$ cat config.mk
export PLATFORM = sky130hd
export DESIGN_NAME = axi_ar_slice_flat
export DESIGN_NICKNAME = d
export VERILOG_FILES = /design/src/rtl/axi_ar_slice_if.sv /design/src/rtl/axi_ar_slice.sv /design/src/flat_wrapper.sv
export SDC_FILE = /design/constraint.sdc
export NUM_CORES = 1
export LEC_CHECK = 0
export BUFFER_PORTS_ARGS = -buffer_cell sky130_fd_sc_hd__buf_4
export CAP_MARGIN = 30
export CORE_MARGIN = 2
export CORE_UTILIZATION = 30
export DETAILED_ROUTE_END_ITERATION = 8
export SYNTH_ARGS = -nofsm -noshare
export SYNTH_HDL_FRONTEND = slang
export SYNTH_SLANG_ARGS = --single-unit
$ cat constraint.sdc
create_clock -name clk -period 11.28 [get_ports clk]
set_clock_uncertainty 0.1 [all_clocks]
set_input_delay 3.384 -clock clk [delete_from_list [all_inputs] [get_ports clk]]
set_output_delay 3.384 -clock clk [all_outputs]
set_load 0.01 [all_outputs]
$ cat src/rtl/axi_ar_slice_if.sv
// rtl/axi_ar_slice_if.sv - AXI read-address channel bundle
// Purpose: one AR channel between a request source (master modport) and a sink
//          (slave modport). The splitter uses one instance on each side.
// Ports:
//   arvalid / arready     handshake (master drives arvalid, slave drives arready)
//   arid, araddr, arlen   request ID, start address, beats-1
//   arsize, arbrust       beat size, burst type (0 FIXED, 1 INCR, 2 WRAP)
//   arlock, arcache, arprot, arqos, arregion   sideband, passed through
//   arsplit_last          final sub-request marker (master modport only)
interface axi_ar_slice_if #(
   parameter int ADDR_WIDTH = 32,
   parameter int ID_WIDTH   = 4,
   parameter int LEN_WIDTH  = 8
);
   logic                  arvalid;
   logic                  arready;
   logic [ID_WIDTH-1:0]   arid;
   logic [ADDR_WIDTH-1:0] araddr;
   logic [LEN_WIDTH-1:0]  arlen;
   logic [2:0]            arsize;
   logic [1:0]            arbrust;
   logic [1:0]            arlock;
   logic [3:0]            arcache;
   logic [2:0]            arprot;
   logic [3:0]            arqos;
   logic [3:0]            arregion;
   logic                  arsplit_last;

   modport master (
      output arvalid, arid, araddr, arlen, arsize, arbrust,
             arlock, arcache, arprot, arqos, arregion, arsplit_last,
      input  arready
   );

   modport slave (
      input  arvalid, arid, araddr, arlen, arsize, arbrust,
             arlock, arcache, arprot, arqos, arregion,
      output arready
   );
endinterface

$ cat src/rtl/axi_ar_slice.sv
// rtl/axi_ar_slice.sv - AXI AR slice: request FIFO plus 16-beat burst splitter
// Purpose: queues accepted read-address requests and issues each one on the
//          master side, cutting long INCR/FIXED bursts into 16-beat pieces.
// Ports:
//   clk, rst_n    single clock, asynchronous active-low reset
//   s             slave-side AR channel (requests in, S_LEN_WIDTH arlen)
//   m             master-side AR channel (sub-requests out, M_LEN_W arlen,
//                 arsplit_last high on the final piece of a request)
//   fifo_level    number of requests currently held, including the one
//                 being issued
module axi_ar_slice #(
   parameter int ADDR_WIDTH   = 32,
   parameter int ID_MAX_WIDTH = 4,
   parameter int DEPTH        = 4,
   parameter int S_LEN_WIDTH  = 8,
   parameter int SPLIT_EN     = 1
) (
   input  logic                     clk,
   input  logic                     rst_n,
   axi_ar_slice_if.slave            s,
   axi_ar_slice_if.master           m,
   output logic [$clog2(DEPTH):0]   fifo_level
);
   localparam int M_LEN_W = (SPLIT_EN != 0) ? 4 : S_LEN_WIDTH;
   localparam int PTR_W   = $clog2(DEPTH);
   localparam logic [1:0] BURST_FIXED = 2'd0;
   localparam logic [1:0] BURST_WRAP  = 2'd2;

   typedef struct packed {
      logic [ID_MAX_WIDTH-1:0] id;
      logic [ADDR_WIDTH-1:0]   addr;
      logic [S_LEN_WIDTH-1:0]  len;
      logic [2:0]              size;
      logic [1:0]              burst;
      logic [1:0]              lock;
      logic [3:0]              cache;
      logic [2:0]              prot;
      logic [3:0]              qos;
      logic [3:0]              region;
   } req_t;

   typedef enum logic {IDLE, SPLIT} state_t;

   req_t                   mem [DEPTH];
   req_t                   s_req;
   req_t                   head;
   logic [PTR_W-1:0]       wr_ptr;
   logic [PTR_W-1:0]       rd_ptr;
   logic [PTR_W:0]         count;
   logic [PTR_W:0]         count_nxt;
   logic                   s_ready_q;
   logic                   m_valid_q;
   state_t                 state;
   logic [ADDR_WIDTH-1:0]  cur_addr;
   logic [S_LEN_WIDTH-1:0] rem;
   logic                   push;
   logic                   issue;
   logic                   pop;
   logic                   need_split;
   logic                   last;
   logic [ADDR_WIDTH-1:0]  step;
   logic [ADDR_WIDTH-1:0]  base;
   logic [ADDR_WIDTH-1:0]  nxt_addr;

   always_comb begin
      s_req.id     = s.arid;
      s_req.addr   = s.araddr;
      s_req.len    = s.arlen;
      s_req.size   = s.arsize;
      s_req.burst  = s.arbrust;
      s_req.lock   = s.arlock;
      s_req.cache  = s.arcache;
      s_req.prot   = s.arprot;
      s_req.qos    = s.arqos;
      s_req.region = s.arregion;
   end

   assign head = mem[rd_ptr];

   // WRAP bursts longer than 16 beats are illegal and go out once, truncated.
   assign need_split = (SPLIT_EN != 0) && (head.len > S_LEN_WIDTH'(15)) &&
                       (head.burst != BURST_WRAP);

   // In SPLIT, rem counts the pieces still to issue including the current one.
   assign last = (state == IDLE) ? !need_split : (rem == S_LEN_WIDTH'(1));

   assign push  = s.arvalid && s_ready_q;
   assign issue = m_valid_q && m.arready;
   assign pop   = issue && last;

   assign step     = ADDR_WIDTH'(16) << head.size;
   assign base     = (state == IDLE) ? head.addr : cur_addr;
   assign nxt_addr = (head.burst == BURST_FIXED) ? base : base + step;

   always_comb begin
      count_nxt = count + (PTR_W+1)'(push) - (PTR_W+1)'(pop);
   end

   always_ff @(posedge clk) begin
      if (push) begin
         mem[wr_ptr] <= s_req;
      end
   end

   // Ready and valid are registered from the next occupancy, so s_arready
   // never sees m_arready combinationally and a new head needs no bubble.
   always_ff @(posedge clk or negedge rst_n) begin
      if (!rst_n) begin
         wr_ptr    <= '0;
         rd_ptr    <= '0;
         count     <= '0;
         s_ready_q <= 1'b0;
         m_valid_q <= 1'b0;
      end else begin
         if (push) begin
            wr_ptr <= wr_ptr + PTR_W'(1);
         end
         if (pop) begin
            rd_ptr <= rd_ptr + PTR_W'(1);
         end
         count     <= count_nxt;
         s_ready_q <= count_nxt < (PTR_W+1)'(DEPTH);
         m_valid_q <= count_nxt != '0;
      end
   end

   always_ff @(posedge clk or negedge rst_n) begin
      if (!rst_n) begin
         state    <= IDLE;
         cur_addr <= '0;
         rem      <= '0;
      end else if (issue) begin
         if (last) begin
            state <= IDLE;
         end else begin
            state    <= SPLIT;
            cur_addr <= nxt_addr;
            rem      <= (state == IDLE) ? (head.len >> 4) : rem - S_LEN_WIDTH'(1);
         end
      end
   end

   assign s.arready  = s_ready_q;
   assign m.arvalid  = m_valid_q;
   assign fifo_level = count;

   // Fields are forced to zero while nothing is queued so the unreset
   // storage never shows on the bus.
   always_comb begin
      m.arid           = '0;
      m.araddr         = '0;
      m.arlen          = '0;
      m.arsize         = '0;
      m.arbrust        = '0;
      m.arlock         = '0;
      m.arcache        = '0;
      m.arprot         = '0;
      m.arqos          = '0;
      m.arregion       = '0;
      m.arsplit_last   = 1'b0;
      if (m_valid_q) begin
         m.arid         = head.id;
         m.araddr       = base;
         m.arlen        = last ? M_LEN_W'(head.len) : M_LEN_W'(15);
         m.arsize       = head.size;
         m.arbrust      = head.burst;
         m.arlock       = head.lock;
         m.arcache      = head.cache;
         m.arprot       = head.prot;
         m.arqos        = head.qos;
         m.arregion     = head.region;
         m.arsplit_last = last;
      end
   end
endmodule

$ cat src/flat_wrapper.sv
// flat-port wrapper written by rule: the top's interface ports become plain ports
module axi_ar_slice_flat 
#(
   parameter int ADDR_WIDTH   = 32,
   parameter int ID_MAX_WIDTH = 4,
   parameter int DEPTH        = 4,
   parameter int S_LEN_WIDTH  = 8,
   parameter int SPLIT_EN     = 1
)
  (clk, rst_n, fifo_level, s_arvalid, s_arid, s_araddr, s_arlen, s_arsize, s_arbrust, s_arlock, s_arcache, s_arprot, s_arqos, s_arregion, s_arready, m_arvalid, m_arid, m_araddr, m_arlen, m_arsize, m_arbrust, m_arlock, m_arcache, m_arprot, m_arqos, m_arregion, m_arsplit_last, m_arready);
  axi_ar_slice_if #(.ADDR_WIDTH(ADDR_WIDTH), .ID_WIDTH(4), .LEN_WIDTH(8)) s_i ();
  axi_ar_slice_if #(.ADDR_WIDTH(ADDR_WIDTH), .ID_WIDTH(4), .LEN_WIDTH(4)) m_i ();
  input  logic clk;
  input  logic rst_n;
  output logic [$clog2(DEPTH):0] fifo_level;
  input wire logic [$bits(s_i.arvalid)-1:0] s_arvalid;
  input wire logic [$bits(s_i.arid)-1:0] s_arid;
  input wire logic [$bits(s_i.araddr)-1:0] s_araddr;
  input wire logic [$bits(s_i.arlen)-1:0] s_arlen;
  input wire logic [$bits(s_i.arsize)-1:0] s_arsize;
  input wire logic [$bits(s_i.arbrust)-1:0] s_arbrust;
  input wire logic [$bits(s_i.arlock)-1:0] s_arlock;
  input wire logic [$bits(s_i.arcache)-1:0] s_arcache;
  input wire logic [$bits(s_i.arprot)-1:0] s_arprot;
  input wire logic [$bits(s_i.arqos)-1:0] s_arqos;
  input wire logic [$bits(s_i.arregion)-1:0] s_arregion;
  output wire logic [$bits(s_i.arready)-1:0] s_arready;
  output wire logic [$bits(m_i.arvalid)-1:0] m_arvalid;
  output wire logic [$bits(m_i.arid)-1:0] m_arid;
  output wire logic [$bits(m_i.araddr)-1:0] m_araddr;
  output wire logic [$bits(m_i.arlen)-1:0] m_arlen;
  output wire logic [$bits(m_i.arsize)-1:0] m_arsize;
  output wire logic [$bits(m_i.arbrust)-1:0] m_arbrust;
  output wire logic [$bits(m_i.arlock)-1:0] m_arlock;
  output wire logic [$bits(m_i.arcache)-1:0] m_arcache;
  output wire logic [$bits(m_i.arprot)-1:0] m_arprot;
  output wire logic [$bits(m_i.arqos)-1:0] m_arqos;
  output wire logic [$bits(m_i.arregion)-1:0] m_arregion;
  output wire logic [$bits(m_i.arsplit_last)-1:0] m_arsplit_last;
  input wire logic [$bits(m_i.arready)-1:0] m_arready;
  assign s_i.arvalid = s_arvalid;
  assign s_i.arid = s_arid;
  assign s_i.araddr = s_araddr;
  assign s_i.arlen = s_arlen;
  assign s_i.arsize = s_arsize;
  assign s_i.arbrust = s_arbrust;
  assign s_i.arlock = s_arlock;
  assign s_i.arcache = s_arcache;
  assign s_i.arprot = s_arprot;
  assign s_i.arqos = s_arqos;
  assign s_i.arregion = s_arregion;
  assign s_arready = s_i.arready;
  assign m_arvalid = m_i.arvalid;
  assign m_arid = m_i.arid;
  assign m_araddr = m_i.araddr;
  assign m_arlen = m_i.arlen;
  assign m_arsize = m_i.arsize;
  assign m_arbrust = m_i.arbrust;
  assign m_arlock = m_i.arlock;
  assign m_arcache = m_i.arcache;
  assign m_arprot = m_i.arprot;
  assign m_arqos = m_i.arqos;
  assign m_arregion = m_i.arregion;
  assign m_arsplit_last = m_i.arsplit_last;
  assign m_i.arready = m_arready;
  axi_ar_slice #(.ADDR_WIDTH(ADDR_WIDTH), .ID_MAX_WIDTH(ID_MAX_WIDTH), .DEPTH(DEPTH), .S_LEN_WIDTH(S_LEN_WIDTH), .SPLIT_EN(SPLIT_EN)) u_core (.clk(clk), .rst_n(rst_n), .s(s_i), .m(m_i), .fifo_level(fifo_level));
endmodule
==> results of run 1 <==
[registers in the layout, summed over array words and instances (netlist names)]
register           count
u_core.mem           264
u_core.cur_addr       32
u_core.rem             8
u_core.fifo_level      3
u_core.rd_ptr          2
u_core.wr_ptr          2
u_core.m.arvalid       1
u_core.s.arready       1
u_core.state           1
[power by group]
group	total, mW	switching [mW]	internal, mW
sequential	1.63	0.136	1.50
clock	1.13	0.448	0.683
combinational	1.90	1.03	0.864
total	4.66	1.62	3.04
[worst paths after layout]
path	end	slack [ps]
min in group asynchronous	u_core.s.arready	2820
max reg2reg	u_core.cur_addr[28]	5530
max	m_araddr[26]	4320
min reg2reg	u_core.cur_addr[19]	390
min	u_core.cur_addr[19]	390
max in group asynchronous	u_core.rd_ptr[1]	7670
[synthesized netlist by cell type, types with 13 or more instances]
master      n  area (um^2)
edfxtp_1  264         7928
nor2_1     79        296.5
mux4_2     58         1306
dfrtp_1    50         1251
nand2_1    43        161.4
a21oi_1    34        170.2
and2_1     34        212.7
mux2i_1    27        270.3
o21ai_0    26        130.1
inv_1      22        82.58
ha_1       16        200.2
clkbuf_1   13        48.80
xnor2_1    13        113.9
[routing by layer]
metal | share of wire [%] | wire (um)
met1 | 43 | 13670
met2 | 49 | 15520
met3 | 6.3 | 2006
met4 | 2.0 | 642
met5 | 0.047 | 15
[through the flow]
stage	setup slack [ps]	utilization [%]	std cells	instance area (um^2)
floorplan	5481	-	842	13550
global placement	4826	34.20	1543	15190
detailed placement	4801	34.32	1545	15240
CTS	4226	36.90	1609	16390
global route	3989	36.91	1610	16390
finish	4324	36.92	1613	16400
[critical path, stage by stage (launching register included)]
cell	delay [ps]
dfrtp_4	900
buf_4	720
mux4_2	580
mux2i_1	350
nor2_1	160
buf_4	180
[cell type report]
class	instances	area (um^2)	share of cell area, %
Antenna cell	4	10.01	0.06104
Clock buffer	43	935.9	5.707
Clock inverter	21	209.0	1.274
Inverter	22	82.58	0.5035
Multi-Input combinational cell	467	4068	24.80
Sequential cell	314	9188	56.02
Tap cell	592	740.7	4.517
Timing Repair Buffer	150	1166	7.111
[cell families after synthesis]
| logic type | after synthesis | synth area share [%] |
|---|---|---|
| flip-flops | 314 | 67.74 |
| AND/OR/NAND/NOR | 227 | 8.459 |
| multiplexers | 100 | 13.66 |
| AO/OA/AOI/OAI | 98 | 4.432 |
| buffers and inverters | 61 | 2.382 |
| XOR/XNOR | 24 | 1.551 |
| adder cells (fa/ha/maj) | 18 | 1.773 |
==> flow_summary.ini, run 1 <==
[grt]
grt_pass1_vias = 7930
grt_usage_pct = 13.65
grt_pass1_wl_um = 48410
top_usage_layer = met2
use_met1_pct = 17.93
grtUsageMet2_pct = 22.52
overflow = 0
antenna_found_initial = 5
grt_max_degree = 67
grtUsageMet3_pct = 3.481

[drt]
ant_nets = 0
drc_errors = 0
wirelength_um = 31860
vias_per_cell = 4.727
drt-initial-drc-count = 480
via_count = 7624
wl_per_cell_um = 19.75
drtPass1Iterations = 5

[worst_setup_path]
r2r_cells = 13
critical_path.startpoint = u_core.rd_ptr[0]
crit_type = flop to output pin
critPathMaxFanout = 37
end_kind = output pin
cp_data_arrival_time_ps = 3470
r2r-start = u_core.rd_ptr[0]
cp_data_required_time_ps = 7800
cp-start-kind = flop

[min_path]
holdCritStartpoint = u_core.cur_addr[19]
hp-class = flop to flop
min_path_cells = 2

[die]
dieArea_um2 = 46880
coreArea_um2 = 44410
rows = 77
die_w_um = 216.5
fp.dieH_um = 216.5
ios = 138
start_util_pct = 30.51

[timing]
slew_headroom_pct = 38.28
timing.hold.ws_ps = 386.4
tns_ps = 0
finalCriticalPeriod_ps = 6956
finalCritPeriodShare_pct = 61.67
grt_setup_unrepaired = no
hold_viol = 0
finalMaxSlewViolations = 0
setup_viol_count_final = 0
max_freq_ghz = 0.1438
worst_slew_pin_slew_ps = 925.8

[yosys]
async_flop_share_pct = 15.92
synth_area_um2 = 13550
ys_ff_latch = 314
synth_nets = 930
yosysSeqAreaShare_pct = 67.74
synth_cells = 842
synth_flop_cell = edfxtp_1
post_synth_num_cell_types = 60
yosys_warnings = 0
synth-edff-count = 264
synth.avg_cell_area_um2 = 16.09

[placement]
gp_congestion = 0.7360
port_buffers = 137
dp_hpwl_um = 20400

[final_layout]
nNetsFinal = 1078
syn_to_final_growth_pct = 21.04
drive_gt1_share_pct = 27.83
layout_common_cells = edfxtp_1, buf_4, nor2_1
final_common_cell = edfxtp_1
num-fill-cells = 4157

[power]
pwr_density_cell_nw_per_um2 = 284.1
p_leak_nw = 5.883
ir_drop_mv = 0.1493
total_power_mw = 4.659

[clock_network]
clkSinkCount = 314
ctsHoldBuffers = 0
clk_pin_slew_worst_paths_ps = 60
clock_tree.htree_level_count = 2
cts_root_buffer = clkbuf_16
cts_made_buffers = 35
cts_resized = 0
post_cts_buffers = 0
clockBufferDepth = 3
clkLatencyLatePin_ps = 530
cts_tree = done

[outcome]
status = complete, no violations

[run]
max_cap_viol_count = 0
No activity file was read; power rests on OpenSTA's default activity.
==> run 2, diff against run 1 <==
==> constraint.sdc (replaced) <==
create_clock -name clk -period 6.3 [get_ports clk]
set_clock_uncertainty 0.1 [all_clocks]
set_input_delay 1.89 -clock clk [delete_from_list [all_inputs] [get_ports clk]]
set_output_delay 1.89 -clock clk [all_outputs]
set_load 0.01 [all_outputs]
==> run 2 against run 1 <==
  * Die area stayed put
  * Hold slack improved by 2.6 ps
  * Routed wire length grew 0.46%
  * Critical endpoint is now m_arsplit_last
  * Largest cell class unchanged
==> flow_summary.ini, run 2 (same netlist as run 1, synthesis figures left out) <==
[grt]
grtUsageMet2_pct = 22.74
grt_max_degree = 51
grt_usage_pct = 13.83
top_usage_layer = met2
grt_pass1_vias = 8135
use_met1_pct = 18.05
overflow = 0
antenna_found_initial = 6
grtUsageMet3_pct = 3.607
grt_pass1_wl_um = 49240

[die]
start_util_pct = 30.51
fp.dieH_um = 216.5
die_w_um = 216.5
dieArea_um2 = 46880
rows = 77
ios = 138
coreArea_um2 = 44410

[drt]
ant_nets = 0
via_count = 7639
wl_per_cell_um = 19.79
drt-initial-drc-count = 388
wirelength_um = 32000
drtPass1Iterations = 5
drc_errors = 0
vias_per_cell = 4.724

[worst_setup_path]
end_kind = output pin
rr_endpoint = u_core.cur_addr[22]
cp_data_arrival_time_ps = 3400
crit_chain = mux4_2, or4_1, nand2_1, o21ai_1, nor2_1, buf_4
crit_type = flop to output pin
cp-start-kind = flop
cp_data_required_time_ps = 4310
ff2ff_setup_slack_ps = 1870
slowest_delay_ps = 860
cp_slowest_cell = dfrtp_4
critPathTopFamily = simple AND/OR/NAND/NOR gates
worst-path-buf-inv = 1
critPathMaxFanout = 32
r2r-start = u_core.rd_ptr[0]
r2r_cells = 13

[final_layout]
syn_to_final_growth_pct = 21.27
instances_no_fill = 1617
num-fill-cells = 4177
final_util_pct = 36.99
drive_gt1_share_pct = 27.98
multi_input_area_um2 = 4068
final-seq-area_um2 = 9188
reg_top3 = u_core.mem: 264 flops, u_core.cur_addr: 32 flops, u_core.rem: 8 flops
largest_reg_flops = 264
layout_common_cells = edfxtp_1, buf_4, nor2_1
nNetsFinal = 1082
regMostFlops = u_core.mem
final_common_cell = edfxtp_1

[timing]
finalCriticalPeriod_ps = 5390
max_freq_ghz = 0.1855
finalMaxSlewViolations = 0
worst_slew_pin_slew_ps = 974.3
timing.final.ws_setup_ps = 909.5
finalCritPeriodShare_pct = 85.56
tns_ps = 0
setup_viol_count_final = 0
hold_viol = 0
slew_headroom_pct = 35.05
grt_setup_unrepaired = no

[placement]
pre_cts_slack_ps = 1377
dp_hpwl_um = 20480
dp_cells = 1547
gp_congestion = 0.7599
port_buffers = 137

[min_path]
hold_path_end = u_core.rem[6]
min_path_cells = 1
holdCritStartpoint = u_core.rem[6]
hp-class = flop to flop

[power]
pwr_density_cell_nw_per_um2 = 514.1
p_leak_nw = 5.896
ir_drop_mv = 0.2750

[clock_network]
cts_made_buffers = 37
cts_resized = 0
clkSinkCount = 314
clock_tree.htree_level_count = 2
ctsHoldBuffers = 0
cts_root_buffer = clkbuf_16
clockBufferDepth = 3
clkLatencyLatePin_ps = 530
post_cts_buffers = 0
cts_tree = done
clk_pin_slew_worst_paths_ps = 60

[run]
max_cap_viol_count = 0

[outcome]
status = complete, no violations
## run 2: cell count changes in the layout (fill, tap and decap cells not counted), moves of 2 or more
cell and delta:
clkinvlp_4 +2, clkinv_1 -4, clkbuf_1 +6, buf_16 -2, buf_4 +4, clkbuf_16 +3, inv_6 -2
## run 2: area by class of cell
type                       count  share of cell area [%]
antenna                        3                 0.04569
multi-input combinational    467                   24.76
timing repair buffer         152                   6.945
sequential                   314                   55.92
clock inverter                16                   1.119
clock buffer                  51                   6.206
inverter                      22                  0.5026
tap                          592                   4.508
## run 2: worst reg2reg max path, delay by kind of cell (launching register included)
family          cells  cell delay (ps)
compound gates      5              810
fa+ha+maj           1              340
buf+inv             3              630
flops               1              860
mux                 2              810
simple gates        2              730
## run 2: how the worst max path moves through the flow
stage | slack [ps] | cells past startpoint | from | endpoint
2_1_floorplan | 2000 | 9 | u_core.rd_ptr[0] | m_araddr[1]
3_3_place_gp | 1430 | 6 | u_core.rd_ptr[0] | m_arsplit_last
3_5_place_dp | 1380 | 6 | u_core.rd_ptr[0] | m_arsplit_last
4_1_cts | 790 | 6 | u_core.rd_ptr[0] | m_arsplit_last
5_1_grt | 700 | 6 | u_core.rd_ptr[0] | m_arsplit_last
6_report | 910 | 6 | u_core.rd_ptr[0] | m_arsplit_last
## run 2: power by group
group          total [mW]  switching (mW)  internal [mW]
Combinational        3.34            1.79           1.55
Sequential           3.01           0.329           2.68
Clock                2.10           0.836           1.26
## run 2: stage by stage
| stage | total power, mW | area [um^2] | hold slack, ps |
|---|---|---|---|
| after floorplan | 5.210 | 13550 | 348.6 |
| after global placement | 6.380 | 15220 | 371.6 |
| after detailed placement | 6.444 | 15220 | 374.7 |
| after CTS | 8.578 | 16420 | 383.8 |
| after global routing | 9.001 | 16430 | 412.8 |
| final | 8.446 | 16430 | 389.0 |
## run 2: layer usage
metal | vias up | part of all wire (%)
li1 | 3537 | -
met1 | 3857 | 44
met2 | 191 | 48
met3 | 50 | 6.3
met4 | 4 | 2.2
met5 | - | 0.094
